===== config.mk =====
export PLATFORM = sky130hd
export DESIGN_NAME = load_store_unit
export DESIGN_NICKNAME = d
export VERILOG_FILES = /design/src/rtl/load_store_unit.sv
export SDC_FILE = /design/constraint.sdc
export NUM_CORES = 1
export LEC_CHECK = 0
export CAP_MARGIN = 20
export CORE_MARGIN = 3
export CORE_UTILIZATION = 43
export DETAILED_ROUTE_END_ITERATION = 10
export GPL_ROUTABILITY_DRIVEN = 0
export PLACE_DENSITY = 0.86
export SLEW_MARGIN = 20
export SYNTH_ARGS = -nofsm -noshare
export SYNTH_HDL_FRONTEND = slang
export SYNTH_SLANG_ARGS = --single-unit
export TNS_END_PERCENT = 30

===== constraint.sdc =====
create_clock -name clk -period 2.6 [get_ports clk]
set_input_delay 0.26 -clock clk [delete_from_list [all_inputs] [get_ports clk]]
set_output_delay 0.26 -clock clk [all_outputs]
set_load 0.05 [all_outputs]

===== src/rtl/load_store_unit.sv =====
// Load/store unit between the single-cycle datapath and a big-endian byte-lane data memory.
// One request at a time: latch, issue a word-aligned access, wait a fixed latency, respond.
module load_store_unit #(
  parameter int XLEN        = 32,
  parameter int MEM_LATENCY = 2
) (
  input  logic            clk,
  input  logic            rst,
  input  logic            req_valid,
  input  logic            req_we,
  input  logic [1:0]      req_size,
  input  logic            req_signed,
  input  logic [XLEN-1:0] req_addr,
  input  logic [XLEN-1:0] req_wdata,
  output logic            stall,
  output logic            resp_valid,
  output logic [XLEN-1:0] resp_rdata,
  output logic            resp_misalign,
  output logic            mem_en,
  output logic [XLEN-1:0] mem_addr,
  output logic [3:0]      mem_be,
  output logic [XLEN-1:0] mem_wdata,
  input  logic [XLEN-1:0] mem_rdata
);

  localparam int CW = (MEM_LATENCY > 1) ? $clog2(MEM_LATENCY) : 1;

  typedef enum logic [1:0] {IDLE, ISSUE, WAIT, RESP} state_t;

  state_t          state;
  logic [CW-1:0]   cnt;
  logic            we_q;
  logic [1:0]      size_q;
  logic            signed_q;
  logic [1:0]      lo_q;

  logic            misaligned;
  logic [3:0]      store_be;
  logic [XLEN-1:0] store_data;

  // Pick the addressed lane(s) of the big-endian word and extend to full width.
  function automatic logic [XLEN-1:0] load_extend(input logic [XLEN-1:0] word,
                                                  input logic [1:0]      size,
                                                  input logic [1:0]      lo,
                                                  input logic            sgn);
    logic [7:0]  b;
    logic [15:0] h;
    case (lo)
      2'd0:    b = word[31:24];
      2'd1:    b = word[23:16];
      2'd2:    b = word[15:8];
      default: b = word[7:0];
    endcase
    h = lo[1] ? word[15:0] : word[31:16];
    case (size)
      2'b00:   load_extend = {{(XLEN-8){sgn & b[7]}}, b};
      2'b01:   load_extend = {{(XLEN-16){sgn & h[15]}}, h};
      default: load_extend = word;
    endcase
  endfunction

  // NOTE: every variable assigned in always_comb gets a default first so no latch is inferred.
  always_comb begin
    misaligned = 1'b0;
    store_be   = 4'b1111;
    store_data = req_wdata;
    case (req_size)
      2'b00: begin
        store_be   = 4'b1000 >> req_addr[1:0];
        store_data = {4{req_wdata[7:0]}};
      end
      2'b01: begin
        misaligned = req_addr[0];
        store_be   = req_addr[1] ? 4'b0011 : 4'b1100;
        store_data = {2{req_wdata[15:0]}};
      end
      default: misaligned = (req_addr[1:0] != 2'b00);
    endcase
  end

  assign stall = req_valid & ~resp_valid;

  // NOTE: sequential state uses non-blocking assignments so every flop samples pre-edge values.
  always_ff @(posedge clk) begin
    if (rst) begin
      state         <= IDLE;
      cnt           <= '0;
      we_q          <= 1'b0;
      size_q        <= 2'b00;
      signed_q      <= 1'b0;
      lo_q          <= 2'b00;
      resp_valid    <= 1'b0;
      resp_misalign <= 1'b0;
      resp_rdata    <= '0;
      mem_en        <= 1'b0;
      mem_addr      <= '0;
      mem_be        <= 4'b0000;
      mem_wdata     <= '0;
    end else begin
      case (state)
        IDLE: begin
          if (req_valid) begin
            we_q     <= req_we;
            size_q   <= req_size;
            signed_q <= req_signed;
            lo_q     <= req_addr[1:0];
            if (misaligned) begin
              state         <= RESP;
              resp_valid    <= 1'b1;
              resp_misalign <= 1'b1;
              resp_rdata    <= '0;
            end else begin
              state     <= ISSUE;
              mem_en    <= 1'b1;
              mem_addr  <= {req_addr[XLEN-1:2], 2'b00};
              mem_wdata <= store_data;
              mem_be    <= req_we ? store_be : 4'b0000;
            end
          end
        end
        ISSUE: begin
          mem_en <= 1'b0;
          mem_be <= 4'b0000;
          cnt    <= CW'(MEM_LATENCY - 1);
          state  <= WAIT;
        end
        WAIT: begin
          if (cnt == '0) begin
            state         <= RESP;
            resp_valid    <= 1'b1;
            resp_misalign <= 1'b0;
            // Stores wait the same latency for uniform timing but return zero.
            resp_rdata    <= we_q ? '0 : load_extend(mem_rdata, size_q, lo_q, signed_q);
          end else begin
            cnt <= cnt - 1'b1;
          end
        end
        RESP: begin
          resp_valid <= 1'b0;
          state      <= IDLE;
        end
      endcase
    end
  end

endmodule


==> results of run 1 <==
==> final cells by class <==
type | count | area [sq um]
multi-input combinational | 429 | 2550
fill | 867 | 3700
inverter | 11 | 41.3
timing repair buffer | 217 | 2140
clock inverter | 4 | 52.6
tap | 140 | 175
sequential | 110 | 2200
clock buffer | 12 | 256
==> cells by family after synthesis <==
group,after synthesis,share of synthesized area (%)
and+or+nand+nor,229,20.0
adders and majority gates,4,0.993
muxes,28,5.78
other,1,0.0744
AOI/OAI and AO/OA,166,23.6
DFF,110,43.7
buffers and inverters,62,5.83
==> layer usage <==
layer  GRT usage [%]  vias to the layer above  wire length, um
met5               0                        -                0
met4            8.16                        0              381
met3            6.34                       33             1080
met2            40.7                      207             7930
met1            28.3                     2391             6240
li1                -                     2445                -
==> tightest hold or removal path, stage by stage <==
cell,delay (ns)
buf_2,0.12
buf_4,0.23
a21oi_1,0.13
==> worst paths after layout <==
check | end | start | cells past startpoint
worst max-delay path | resp_rdata[15]$_SDFFE_PP0P_ | state[0]$_SDFFE_PP0P_ | 7
worst min-delay path | mem_be[0]$_SDFFE_PP0P_ | rst | 3
worst max register to register | resp_rdata[15]$_SDFFE_PP0P_ | state[0]$_SDFFE_PP0P_ | 7
worst min register to register | mem_addr[16]$_SDFFE_PP0P_ | mem_addr[16]$_SDFFE_PP0P_ | 2
==> metrics by stage <==
step / util [%] / setup slack (ns)
after global routing: 66.7 / 0.249
after floorplan: - / 0.714
final: 66.7 / 0.386
after detailed placement: 63.9 / 0.323
after CTS: 66.7 / 0.413
after global placement: 63.9 / 0.446
==> registers in the layout, summed over array words and instances, names as in the netlist <==
name / cells
state: 2
we_q: 1
mem_wdata: 32
resp_misalign: 1
cnt: 1
resp_valid: 1
lo_q: 2
mem_addr: 30
mem_be: 4
signed_q: 1
size_q: 2
mem_en: 1
resp_rdata: 32
==> power by group <==
group	internal [W]	switching (W)	leakage, nW
Clock	0.000807	0.000613	0.154
Sequential	0.00191	0.000162	0.894
Combinational	0.000942	0.00168	1.57
Total	0.00366	0.00245	2.62
==> synth_stat cells, types with 2 or more instances <==
library cell / count
ha_1: 4
and2_1: 2
a31oi_1: 6
a21oi_1: 74
nand3b_1: 6
nand2b_1: 10
a32o_1: 8
buf_4: 6
a211oi_1: 12
or3_1: 13
o2bb2ai_1: 6
clkbuf_1: 25
mux2i_1: 19
o2bb2ai_2: 10
inv_1: 11
nand2_1: 134
nor3b_1: 3
nand3_1: 14
o21ai_0: 19
o211ai_1: 3
o32ai_1: 6
nor2_1: 34
a311oi_1: 8
and3b_1: 2
dfxtp_1: 110
mux2_2: 9
buf_6: 2
a22o_1: 3
buf_2: 16
nor2b_1: 6
==> results.yml, run 1 <==
sta:
  setup_viol: 0
  relSlewSlack_pct: 49.2
  clock_skew_ns: 0.00577
  worst_pin_slew_ns: 0.759
  max_freq_mhz: 452
  hold_viol_final: 0
  final.period_utilization_pct: 85.1
  fin_setup_tns_ns: 0
  period_needed_ns: 2.21
  rsz0062_at_grt: "false"
  holdWs_ns: 0.449
  drv_slew: 0
place:
  dpl.hpwl_mm: 11.6
  placed_area_sq_um: 7110
  place_inst: 907
  port_buffers: 204
clock_network:
  numCtsBuffers: 9
  root_buffer: "clkbuf_16"
  cts_resized: 0
  clk_latency_ns: 0.34
  cts_buffer_depth: 2
  cts.clk_slew.worst_paths_ns: 0.07
  cts_hold_buf: 0
  ctsHtreeMaxLevel: 3
  tritoncts: "built"
  cts.sinks: 110
  post_cts_buffers: 0
global_routing:
  grtUsageTotal_pct: 23.6
  grt_overflow: 0
  grt_max_degree: 83
  grt_pass1_wl_mm: 25.0
  grt_antenna_before_repair: 0
  first_global_vias: 4954
route:
  vias: 5076
  via_per_inst: 5.50
  drt_iter0_drc: 426
  routed_wl_mm: 15.6
  drc: 0
  ant_nets: 0
  wl_per_cell_um: 16.9
  first_pass_iters: 6
power:
  power_density_nw_per_um2: 824
  peakVddDrop_mv: 0.763
  leakage_nw: 2.62
  power_w: 0.00612
worst_setup_path:
  crit_slowest_cell: "nor2_1"
  r2r_setup_slack_ns: 0.39
  crit_required_ns: 2.83
  cp-start-kind: "register"
  cp.arrival_ns: 2.44
  crit_type: "reg -> reg"
  crit_fanout: 25
  slowest_delay_ns: 0.41
  cp.buffers_inverters: 2
  crit_path_end_kind: "register"
  path_cells: "inv_1, ha_1, nor2b_1, nor2_1, a31oi_4, buf_4, a22o_1"
  path_delay_family: "simple AND/OR/NAND/NOR gates"
final_layout:
  nNetsFinal: 885
  drive_gt1_share_pct: 7.41
  diodes: 0
  final_cell_area_sq_um: 7420
  layout_common_cells: "clkdlybuf4s50_1 (202), nand2_1 (134), dfxtp_1 (110)"
  syn2layout_area_growth_pct: 47.2
  final_common_cell: "clkdlybuf4s50_1"
  finalNonFillerCells: 923
synthesis:
  ys_async_sr_fraction_pct: 0
  synth_area_sq_um: 5040
  synth_flop_cell: "dfxtp_1"
  syn_inst: 600
  synth_top_area_cell: "dfxtp_1"
  synth-edff-count: 0
  ys_warn_count: 0
  ys_seq_area_share_pct: 43.7
  synth_cell_types: 49
  yosysTopAreaCellShare_pct: 43.7
  synth_seq_cells: 110
  syn_avg_cell_area_sq_um: 8.40
  netlist_top_cells_area: "dfxtp_1 (44%), nand2_1 (10%), a21oi_1 (7.3%), mux2i_1 (3.8%), o2bb2ai_2 (3.0%)"
floorplanning:
  ios: 207
  die_h_um: 114
  start_util_pct: 45.3
  die_w_um: 114
  dieArea_sq_um: 13100
  core-area_sq_um: 11100
  num_rows: 38
job:
  max_cap_viol_count: 0
worst_hold_path:
  min_path_type: "in -> reg"
status:
  outcome: "finished clean"
(Power assumes the default switching activity.)
==> run 2: changes to the inputs <==
- CORE_ASPECT_RATIO: not set -> 1.75
==> run 2 against run 1 <==
  * Non-clock buffer count fell by 3
  * Sequential power barely moved
  * Global-route usage rose by 0.071 points
  * Core utilization fell by 1.5 points
  * Highest routed layer unchanged
==> results.yml, run 2 (synthesis gave the netlist of run 1 again) <==
sta:
  max_freq_mhz: 430
  hold_viol_final: 0
  period_needed_ns: 2.33
  worst_pin_slew_ns: 0.821
  relSlewSlack_pct: 45.1
  fin_setup_tns_ns: 0
  clock_skew_ns: 0.00532
  setup_viol: 0
  rsz0062_at_grt: "false"
  setup_slack_ns: 0.274
  final.period_utilization_pct: 89.5
  drv_slew: 0
power:
  power_density_nw_per_um2: 814
  peakVddDrop_mv: 0.444
  power_w: 0.00600
  leakage_nw: 2.59
floorplanning:
  core-area_sq_um: 11300
  dieArea_sq_um: 13100
  die_h_um: 149
  num_rows: 51
  start_util_pct: 44.6
  die_w_um: 87.9
  ios: 207
final_layout:
  utilization_pct: 65.2
  diodes: 0
  syn2layout_area_growth_pct: 46.1
  finalNonFillerCells: 912
  final_common_cell: "clkdlybuf4s50_1"
  drive_gt1_share_pct: 7.05
  layout_common_cells: "clkdlybuf4s50_1 (202), nand2_1 (134), dfxtp_1 (110)"
  nNetsFinal: 882
  largest_registers: "mem_wdata: 32 flops, resp_rdata: 32 flops, mem_addr: 30 flops"
route:
  wl_per_cell_um: 17.1
  drc: 0
  first_pass_iters: 5
  routed_wl_mm: 15.6
  vias: 5105
  drt_iter0_drc: 250
  ant_nets: 0
  via_per_inst: 5.60
clock_network:
  post_cts_buffers: 0
  clk_latency_ns: 0.34
  cts.clk_slew.worst_paths_ns: 0.07
  tritoncts: "built"
  cts_buffer_depth: 2
  ctsHtreeMaxLevel: 3
  numCtsBuffers: 9
  cts.sinks: 110
  cts_resized: 0
  root_buffer: "clkbuf_16"
  cts_hold_buf: 0
job:
  max_cap_viol_count: 0
global_routing:
  first_global_vias: 5205
  grtUsageTotal_pct: 23.6
  grt_overflow: 0
  grt_pass1_wl_mm: 24.5
  grt_max_degree: 83
  grt_antenna_before_repair: 0
worst_setup_path:
  crit_required_ns: 2.85
  cp.arrival_ns: 2.57
  path_cells: "inv_1, ha_1, nand2_1, and3b_2, buf_12, nor2_1, a311oi_1"
  slowest_delay_ns: 0.49
  cp.buffers_inverters: 2
  path_delay_family: "simple AND/OR/NAND/NOR gates"
  crit_type: "reg -> reg"
  reg2regPathDepth: 7
  crit_slowest_cell: "ha_1"
  cp-start-kind: "register"
  crit_cells: 7
  crit_path_end_kind: "register"
  crit_fanout: 82
status:
  outcome: "finished clean"
worst_hold_path:
  min_path_type: "in -> reg"
  hold_path_depth: 4
place:
  pre_cts_ws_ns: 0.276
  dpl.hpwl_mm: 11.5
  place_inst: 896
  port_buffers: 204
[run 2: cell count changes in the layout (fill, tap and decap cells not counted)]
| cell | before | now |
|---|---|---|
| buf_4 | 13 | 10 |
| bufinv_16 | 1 | 0 |
| clkinv_4 | 0 | 1 |
| clkinvlp_4 | 0 | 1 |
| inv_6 | 2 | 1 |
[run 2: report_power, final]
group	internal, W	leakage (nW)	switching, W
Combinational	0.000921	1.56	0.00168
Clock	0.000707	0.139	0.000610
Sequential	0.00192	0.894	0.000170
Total	0.00354	2.59	0.00246
[run 2: tightest hold or removal path, cell delays in order]
cell and delay, ns:
buf_2 0.11, nor3b_1 0.12, o2111ai_1 0.14, mux2i_1 0.07
[run 2: layer usage]
metal | vias to the layer above | share of wire [%] | GRT usage (%)
met3 | 58 | 6.7 | 5.80
met1 | 2381 | 35 | 23.7
met4 | 0 | 4.4 | 12.5
met2 | 227 | 54 | 43.4
li1 | 2439 | - | -
met5 | - | 0 | 0
[run 2: metrics by stage]
step | area [sq um] | hold slack [ns]
global route | 7370 | 0.436
floorplan | 5050 | 0.396
detailed placement | 7080 | 0.447
global placement | 7080 | 0.443
CTS | 7370 | 0.416
finish | 7370 | 0.414
[run 2: area by class of cell]
cell class | instances | area, sq um
Clock buffer | 12 | 256
Clock inverter | 4 | 30.0
Fill cell | 881 | 3930
Inverter | 11 | 41.3
Multi-Input combinational cell | 429 | 2550
Sequential cell | 110 | 2200
Tap cell | 132 | 165
Timing Repair Buffer | 214 | 2120
[run 2: worst paths after layout]
kind              slack, ns                    endpoint                       from
setup / recovery       0.27  mem_wdata[11]$_SDFFE_PP0P_      state[0]$_SDFFE_PP0P_
hold / removal         0.41  resp_rdata[6]$_SDFFE_PP0P_                        rst
setup reg to reg       0.27  mem_wdata[11]$_SDFFE_PP0P_      state[0]$_SDFFE_PP0P_
hold reg to reg        0.46   mem_addr[31]$_SDFFE_PP0P_  mem_addr[31]$_SDFFE_PP0P_
